$ cat src/rtl/vc_dest_arbiter.sv
// rtl/vc_dest_arbiter.sv - VC0/VC1 to D0/D1 scheduler with INIT/IDLE/ACTIVE/ERROR control
// Optional per-destination push counters are enabled by defining ARB_STATS_EN.
module vc_dest_arbiter #(
    parameter int WORD_W = 6,
    parameter int CNT_W  = 8
) (
    input  logic              clk,
    input  logic              reset,
    input  logic              init,
    input  logic [3:0]        umbral_starve,
    input  logic              vc0_empty,
    input  logic              vc1_empty,
    input  logic [WORD_W-1:0] vc0_data,
    input  logic [WORD_W-1:0] vc1_data,
    output logic              vc0_pop,
    output logic              vc1_pop,
    input  logic              d0_almost_full,
    input  logic              d1_almost_full,
    input  logic              fifo_error,
    output logic              d0_push,
    output logic              d1_push,
    output logic [WORD_W-1:0] d_data,
    output logic              idle_out,
    output logic              active_out,
    output logic              error_out,
    output logic [CNT_W-1:0]  d0_count,
    output logic [CNT_W-1:0]  d1_count
);

    localparam int DEST_BIT = 4;

    typedef enum logic [1:0] {S_INIT, S_IDLE, S_ACTIVE, S_ERROR} state_t;

    state_t            r_state;
    state_t            w_next;
    logic              w_run;
    logic [3:0]        r_limit;
    logic [3:0]        r_starve;
    logic              r_d0_push;
    logic              r_d1_push;
    logic [WORD_W-1:0] r_d_data;

    logic              w_vc0_blk;
    logic              w_vc1_blk;
    logic              w_vc0_elig;
    logic              w_vc1_elig;
    logic              w_force_vc1;
    logic              w_gnt0;
    logic              w_gnt1;
    logic              w_gnt;
    logic [WORD_W-1:0] w_word;

    // A cycle that sees init or fifo_error never pops, so nothing lands after the transition.
    assign w_vc0_blk   = vc0_data[DEST_BIT] ? d1_almost_full : d0_almost_full;
    assign w_vc1_blk   = vc1_data[DEST_BIT] ? d1_almost_full : d0_almost_full;
    assign w_vc0_elig  = w_run && !vc0_empty && !w_vc0_blk;
    assign w_vc1_elig  = w_run && !vc1_empty && !w_vc1_blk;
    assign w_force_vc1 = (r_limit != 4'd0) && (r_starve == r_limit) && w_vc1_elig;
    assign w_gnt0      = w_vc0_elig && !w_force_vc1;
    assign w_gnt1      = w_vc1_elig && !w_gnt0;
    assign w_gnt       = w_gnt0 || w_gnt1;
    assign w_word      = w_gnt1 ? vc1_data : vc0_data;

    assign vc0_pop = w_gnt0;
    assign vc1_pop = w_gnt1;
    assign d0_push = r_d0_push;
    assign d1_push = r_d1_push;
    assign d_data  = r_d_data;

    always_ff @(posedge clk or posedge reset) begin
        if (reset) begin
            r_state <= S_INIT;
        end else begin
            r_state <= w_next;
        end
    end

    always_comb begin
        w_next = r_state;
        case (r_state)
            S_INIT: begin
                if (fifo_error)  w_next = S_ERROR;
                else if (!init)  w_next = S_IDLE;
            end
            S_IDLE: begin
                if (fifo_error)  w_next = S_ERROR;
                else if (init)   w_next = S_INIT;
                else if (w_gnt)  w_next = S_ACTIVE;
            end
            S_ACTIVE: begin
                if (fifo_error)  w_next = S_ERROR;
                else if (init)   w_next = S_INIT;
                else if (vc0_empty && vc1_empty && !w_gnt) w_next = S_IDLE;
            end
            default: w_next = S_ERROR;
        endcase
    end

    always_comb begin
        idle_out   = (r_state == S_IDLE);
        active_out = (r_state == S_ACTIVE);
        error_out  = (r_state == S_ERROR);
        w_run      = (idle_out || active_out) && !init && !fifo_error;
    end

    always_ff @(posedge clk or posedge reset) begin
        if (reset) begin
            r_limit  <= 4'd0;
            r_starve <= 4'd0;
        end else if (r_state == S_INIT) begin
            r_limit  <= umbral_starve;
            r_starve <= 4'd0;
        end else if (w_gnt0 && w_vc1_elig) begin
            if (r_starve < r_limit) r_starve <= r_starve + 4'd1;
        end else begin
            r_starve <= 4'd0;
        end
    end

    always_ff @(posedge clk or posedge reset) begin
        if (reset) begin
            r_d0_push <= 1'b0;
            r_d1_push <= 1'b0;
            r_d_data  <= '0;
        end else begin
            r_d0_push <= w_gnt && !w_word[DEST_BIT];
            r_d1_push <= w_gnt && w_word[DEST_BIT];
            if (w_gnt) r_d_data <= w_word;
        end
    end

`ifdef ARB_STATS_EN
    logic [CNT_W-1:0] r_d0_cnt;
    logic [CNT_W-1:0] r_d1_cnt;

    always_ff @(posedge clk or posedge reset) begin
        if (reset) begin
            r_d0_cnt <= '0;
            r_d1_cnt <= '0;
        end else if (r_state == S_INIT) begin
            r_d0_cnt <= '0;
            r_d1_cnt <= '0;
        end else begin
            if (r_d0_push) r_d0_cnt <= r_d0_cnt + 1'b1;
            if (r_d1_push) r_d1_cnt <= r_d1_cnt + 1'b1;
        end
    end

    assign d0_count = r_d0_cnt;
    assign d1_count = r_d1_cnt;
`else
    assign d0_count = '0;
    assign d1_count = '0;
`endif

endmodule

$ cat config.mk
export PLATFORM = sky130hd
export DESIGN_NAME = vc_dest_arbiter
export DESIGN_NICKNAME = d
export VERILOG_FILES = /design/src/rtl/vc_dest_arbiter.sv
export SDC_FILE = /design/constraint.sdc
export NUM_CORES = 1
export LEC_CHECK = 0
export BUFFER_PORTS_ARGS = -buffer_cell sky130_fd_sc_hd__buf_4
export CAP_MARGIN = 5
export CORE_MARGIN = 4
export CORE_UTILIZATION = 47
export DETAILED_ROUTE_END_ITERATION = 6
export HOLD_SLACK_MARGIN = 0.03
export PLACE_DENSITY = 0.83
export REMOVE_ABC_BUFFERS = 1
export SLEW_MARGIN = 10
export SYNTH_ARGS = -nofsm -noshare
export SYNTH_HDL_FRONTEND = slang
export SYNTH_SLANG_ARGS = --single-unit
export TNS_END_PERCENT = 1
$ cat constraint.sdc
create_clock -name clk -period 2 [get_ports clk]
set_input_delay 0.4 -clock clk [delete_from_list [all_inputs] [get_ports clk]]
set_output_delay 0.4 -clock clk [all_outputs]
set_load 0.005 [all_outputs]
==> results of run 1 <==
## worst max path at each step
stage,startpoint,to,slack (ps),cells after the start
after CTS,r_state[0],vc0_pop,-50,5
after global placement,d0_almost_full,vc1_pop,140,5
final,r_starve[3],vc1_pop,-20,5
after detailed placement,d0_almost_full,r_state[0],110,6
after global routing,r_state[1],vc0_pop,-110,5
after floorplan,r_starve[1],d_data[4],290,6
## power groups by stage
stage                     Clock, W  Sequential (W)  Combinational, W
after floorplan                  0        0.000561          0.000504
after global placement           0        0.000566          0.000767
after detailed placement         0        0.000573          0.000803
after CTS                 0.000228        0.000567          0.000826
after global routing      0.000246        0.000582          0.000948
final                     0.000226        0.000562          0.000862
## layer usage
layer | global-route usage | part of all wire | vias up
li1 | - | - | 467
met4 | 0.0583 | 0.0047 | 0
met3 | 0.0175 | 0.050 | 2
met1 | 0.167 | 0.39 | 461
met5 | 0 | 0 | -
met2 | 0.279 | 0.55 | 28
## cell usage after synthesis, types with 4 or more instances
library cell  instances
dfrtp_1              18
nor2b_1               4
inv_1                10
a21o_1                5
a21oi_1               5
mux2i_1               5
nand2_1               7
ha_1                  9
o21ai_0               6
nor2_1                7
a22o_2                5
buf_4                17
## cell families (layout without fill, tap and decap cells)
kind of cell    Yosys count  after routing  synth area share
other cells               1             16           0.00311
simple gates             29             29             0.136
xor+xnor                  2              2            0.0145
fa+ha+maj                 9              9            0.0934
mux                       7              7            0.0633
flops                    18             18             0.373
buf+inv                  28             57             0.140
compound gates           26             26             0.176
## worst max-delay path, delay by kind of cell, from the launching register on
kind,cells,cell delay (ps)
adders and majority gates,1,290
DFF,1,440
and+or+nand+nor,2,270
AOI/OAI and AO/OA,1,210
buffers and inverters,1,110
## sequential cells by signal (all words and copies together) (netlist names)
register,cells
r_starve,4
d0_push,1
r_state,2
d1_push,1
d_data,6
r_limit,4
## per-stage QoR
step | area [sq um] | setup TNS [ps] | power (W)
2_1_floorplan | 1130 | 0 | 0.00107
3_5_place_dp | 1450 | 0 | 0.00138
3_3_place_gp | 1450 | 0 | 0.00133
5_1_grt | 1560 | -208 | 0.00178
6_report | 1560 | -19.4 | 0.00165
4_1_cts | 1510 | -90.1 | 0.00162
## final cells by class
type                            instances  area [sq um]  share of cell area
Tap cell                               30          37.5              0.0241
Timing Repair Buffer                   43           323               0.207
Sequential cell                        18           450               0.289
Inverter                               10          37.5              0.0241
Multi-Input combinational cell         89           672               0.432
Clock buffer                            4          36.3              0.0233
## repair_timing
action                                  in CTS  in global routing
pin swaps                                    2                  4
buffers inserted                             1                  4
hold buffers                                 0                  0
gates resized for setup                      4                  2
hold endpoints to repair                     0                  0
endpoints found under the setup margin       2                  3
gates cloned                                 0                  0
## cell usage in the layout (no fill, tap or decap), types with 2 or more instances in the layout
cell type,synthesis,final
a21oi_1,5,5
inv_2,0,2
nand3_1,2,2
ha_4,0,2
nand3b_1,2,2
dfrtp_1,18,18
inv_1,10,8
ha_1,9,7
a21o_1,5,5
buf_4,17,43
a22o_2,5,5
nor2_1,7,6
mux2i_1,5,5
conb_1,1,16
o21ai_0,6,6
nor2b_1,4,4
nand2_1,7,7
clkbuf_4,0,3
==> impl_metrics.tcl, run 1 <==
set metrics [dict create \
    status "complete, but fails checks" \
    violations "negative setup slack" \
    wl_um 2560 \
    max_freq_mhz 495 \
    reg2reg_slack_ps 90 \
    fin_nets 198 \
    p_comb_frac 0.522 \
    yosys.area.top_type_share 0.373 \
    rsz0062_at_grt "yes" \
    hold_violations 0 \
    tritoncts "built" \
    routabilityCongestion 0.781 \
    slowest_stage "dfrtp_1" \
    pin_count 53 \
    reg2reg_depth 8 \
    die-area_sq_um 3440 \
    final_util 0.634 \
    dpl.cell_count 185 \
    synth.avg_cell_area_sq_um 10.1 \
    power_density_nw_per_um2 1060 \
    synth_cell_types 32 \
    yosys.area.top_type "dfrtp_1" \
    layout_min_cycle_time_ps 2020 \
    antenna_found_initial 0 \
    power_switching_w 0.000590 \
    synth_area_leaders "dfrtp_1 (37%), buf_4 (11%), ha_1 (9.3%)" \
    required_ps 1600 \
    hold_path_class "in -> async" \
    initial_core_util 0.491 \
    cts_sinks 18 \
    area_growth_pct 29.0 \
    remaining_drc_errors 0 \
    wl_per_cell_um 13.2 \
    antenna_cells 0 \
    clk_transition_reported_paths_ps 110 \
    fill_cells 208 \
    synth_seq_area_share 0.373 \
    fin_skew_ps 4.42 \
    dieHeight_um 58.7 \
    start_kind "register" \
    synth_top_flop_cell "dfrtp_1" \
    p_leak_nw 0.808 \
    r2r_end "d_data[2]" \
    path_class "reg -> out" \
    drv_cap 0 \
    num_rows 18 \
    async_flop_share 1.00 \
    portBuffers 36 \
    hold_ws_ps 194 \
    setup_violations 1 \
    slew_viol_final 0 \
    p_clk_frac 0.137 \
    num_vias 958 \
    slew_headroom 0.553 \
    clk_latency_ps 290 \
    grt_use_total 0.148 \
    swShare 0.357 \
    synth_area_sq_um 1210 \
    endpoint_kind "output pin" \
    overflow 0 \
    critPathMaxFanout 3 \
    post-route-period-util 1.01 \
    layout_setup_ws_ps -19.4 \
    ant_nets 0 \
    dpl.hpwl_um 2090 \
    yosysWarnings 0 \
    htree_levels 1 \
    arrival_ps 1620 \
    grt_max_degree 19 \
    crit_chain "ha_4 -> nand4_1 -> nor2_2 -> o2111a_2 -> buf_4" \
    tritoncts.num_buffers 3 \
    timing.rr.start "r_limit[2]" \
    cts_root_buffer "clkbuf_4" \
    pwr-share-seq 0.341 \
    syn_inst 120 \
    grt_pass1_vias 965 \
    drt_iter0_drc 10 \
    power.internal_w 0.00106 \
    worstMarginPinSlew_ps 669 \
    pre_cts_slack_ps 111 \
    synth-seq-cells 18 \
    layout.cells.non_filler 194 \
    first_pass_iters 4 \
    die_x_um 58.7 \
    slowest_delay_ps 440 \
    viasPerCell 4.94 \
    clockBufferDepth 2 \
    core_area_sq_um 2450 \
    grt_pass1_wl_um 3880 \
    vdd_drop_max_mv 0.909 \
    drive_gt1_frac 0.402 \
    synth_edf_count 0 \
]
No activity file was read; power rests on OpenSTA's default activity.
==> inputs of run 2 (changes only) <==
Settings changed: ABC_AREA from default to 1, BUFFER_PORTS_ARGS -buffer_cell sky130_fd_sc_hd__buf_4 to default, CORE_UTILIZATION 47 to 60, DONT_BUFFER_PORTS from default to 1, PLACE_DENSITY 0.83 to 0.8, RECOVER_POWER from default to 25.
==> run 2 against run 1 <==
- the run now ends clean
- register-to-register slack improved by 170 ps
- die area fell by 15%
- via count rose by 1.0%
- flip-flop and latch count unchanged
- sequential power rose by 3.7%
- combinational power fell by 16%
- largest cell class unchanged
- largest power group unchanged
==> impl_metrics.tcl, run 2 <==
set metrics [dict create \
    hold_ws_ps 63.5 \
    die_x_um 54.0 \
    first_pass_iters 4 \
    slowest_delay_ps 400 \
    largest_reg_flops 6 \
    syn_inst 163 \
    synth-seq-cells 18 \
    yosys.area.top_type "dfrtp_1" \
    reg2reg_slack_ps 260 \
    synth_cell_types 27 \
    critPathMaxFanout 7 \
    remaining_drc_errors 0 \
    endpoint_kind "output pin" \
    slew_viol_final 0 \
    ant_nets 0 \
    reg2reg_depth 10 \
    status "completed" \
    fin_nets 203 \
    tritoncts "built" \
    worstSetupStartpoint "r_state[0]" \
    synth_area_leaders "dfrtp_1 (36%), nand2_1 (13%), buf_4 (9.5%)" \
    synthTopCellsByCount "nand2_1 (44), dfrtp_1 (18), inv_1 (18), buf_4 (16), nand3_1 (13)" \
    pin_count 53 \
    num_rows 16 \
    required_ps 1600 \
    core_area_sq_um 1980 \
    multiInputGateArea_sq_um 698 \
    synth.avg_cell_area_sq_um 7.78 \
    antenna_found_initial 0 \
    mostFrequentLayoutCells "nand2_1 (43), dfrtp_1 (18), conb_1 (16)" \
    hold_path_class "in -> async" \
    start_kind "register" \
    max_freq_mhz 503 \
    crit_chain "inv_2 -> ha_4 -> nand2_4 -> nor2_4 -> nand3_4 -> a21oi_4" \
    r2r_end "d_data[3]" \
    post-route-period-util 0.995 \
    cts_sinks 18 \
    die-area_sq_um 2910 \
    rsz0062_at_grt "yes" \
    grt_max_degree 19 \
    seq_area_sq_um 450 \
    grt_pass1_wl_um 3880 \
    async_flop_share 1.00 \
    drive_gt1_frac 0.172 \
    layout.cells.non_filler 196 \
    hold_violations 0 \
    synth_edf_count 0 \
    synth_area_sq_um 1270 \
    synth_top_flop_cell "dfrtp_1" \
    initial_core_util 0.640 \
    wl_um 2400 \
    drv_cap 0 \
    cp-endpoint "vc1_pop" \
    design_area_sq_um 1330 \
    arrival_ps 1590 \
    clk_latency_ps 300 \
    fin_skew_ps 3.73 \
    overflow 0 \
    dpl.cell_count 188 \
    slew_headroom 0.565 \
    portBuffers 0 \
    num_vias 968 \
    grt_use_total 0.179 \
    clk_transition_reported_paths_ps 100 \
    grt_pass1_vias 949 \
    cts_root_buffer "clkbuf_4" \
    synth_seq_area_share 0.355 \
    wl_per_cell_um 12.2 \
    p_leak_nw 0.685 \
    antenna_cells 0 \
    clockBufferDepth 2 \
    synth_most_common_cell "nand2_1" \
    slowest_stage "dfrtp_1" \
    area_growth_pct 4.73 \
    yosys.area.top_type_share 0.355 \
    postPlaceCellArea_sq_um 1230 \
    vdd_drop_max_mv 1.18 \
    dieHeight_um 54.0 \
    cts-hold-fix-buffers 0 \
    viasPerCell 4.94 \
    worstMarginPinSlew_ps 652 \
    path_class "reg -> out" \
    routabilityCongestion 0.804 \
    layout_min_cycle_time_ps 1990 \
    dpl.hpwl_um 1930 \
    power_density_nw_per_um2 1150 \
    yosysWarnings 0 \
    tritoncts.num_buffers 3 \
    layout_commonest_cell "nand2_1" \
    drt_iter0_drc 17 \
    p_total_w 0.00153 \
    fill_cells 157 \
    setup_violations 0 \
    htree_levels 1 \
    timing.rr.start "r_state[0]" \
]
## run 2: power breakdown
group / switching (W) / total (W) / internal [W]
clock: 0.000114 / 0.000225 / 0.000111
combinational: 0.000426 / 0.000720 / 0.000294
sequential: 0.0000946 / 0.000583 / 0.000488
## run 2: through the flow
| stage | util | setup TNS, ps | setup slack (ps) |
|---|---|---|---|
| after global placement | 0.623 | 0 | 286 |
| after CTS | 0.659 | 0 | 5.44 |
| final | 0.670 | 0 | 10.3 |
| after global routing | 0.670 | -113 | -79.1 |
| after floorplan | - | 0 | 397 |
| after detailed placement | 0.623 | 0 | 256 |
## run 2: final cells by class
class / count / share of cell area
Timing Repair Buffer: 4 / 0.0226
Clock buffer: 4 / 0.0273
Inverter: 21 / 0.0603
Multi-Input combinational cell: 122 / 0.525
Tap cell: 27 / 0.0254
Sequential cell: 18 / 0.339
## run 2: critical path: cells and delay by family (launching register included)
| family | cells | cell delay, ps |
|---|---|---|
| DFF | 1 | 400 |
| AOI/OAI and AO/OA | 1 | 240 |
| adders and majority gates | 1 | 280 |
| buffers and inverters | 1 | 60 |
| and+or+nand+nor | 3 | 310 |
## run 2: worst min path at each step
stage / slack, ps / endpoint / cells after the start / startpoint
2_1_floorplan: 340 / d0_push / 1 / reset
3_3_place_gp: 410 / r_limit[0] / 1 / reset
3_5_place_dp: 420 / r_limit[1] / 1 / reset
4_1_cts: 90 / r_limit[0] / 1 / reset
5_1_grt: 120 / r_limit[0] / 1 / reset
6_report: 60 / r_limit[0] / 1 / reset
## run 2: timing repair
action	4_1_cts	5_1_grt
endpoints found under the hold margin	0	0
resized for setup	1	6
setup buffers	3	1
pin swaps	1	6
endpoints found under the setup margin	2	2
## run 2: kinds of logic after synthesis
family | share of synthesized area
DFF | 0.355
xor gates and xnor gates | 0.00690
AOI/OAI and AO/OA | 0.0957
and+or+nand+nor | 0.290
buffers and inverters | 0.161
other | 0.00296
adders and majority gates | 0.0888
## run 2: metal layers
metal	global-route usage	routed length, um
met4	0.0498	25
met5	0	0
met1	0.235	1010
met2	0.302	1210
met3	0.0277	153
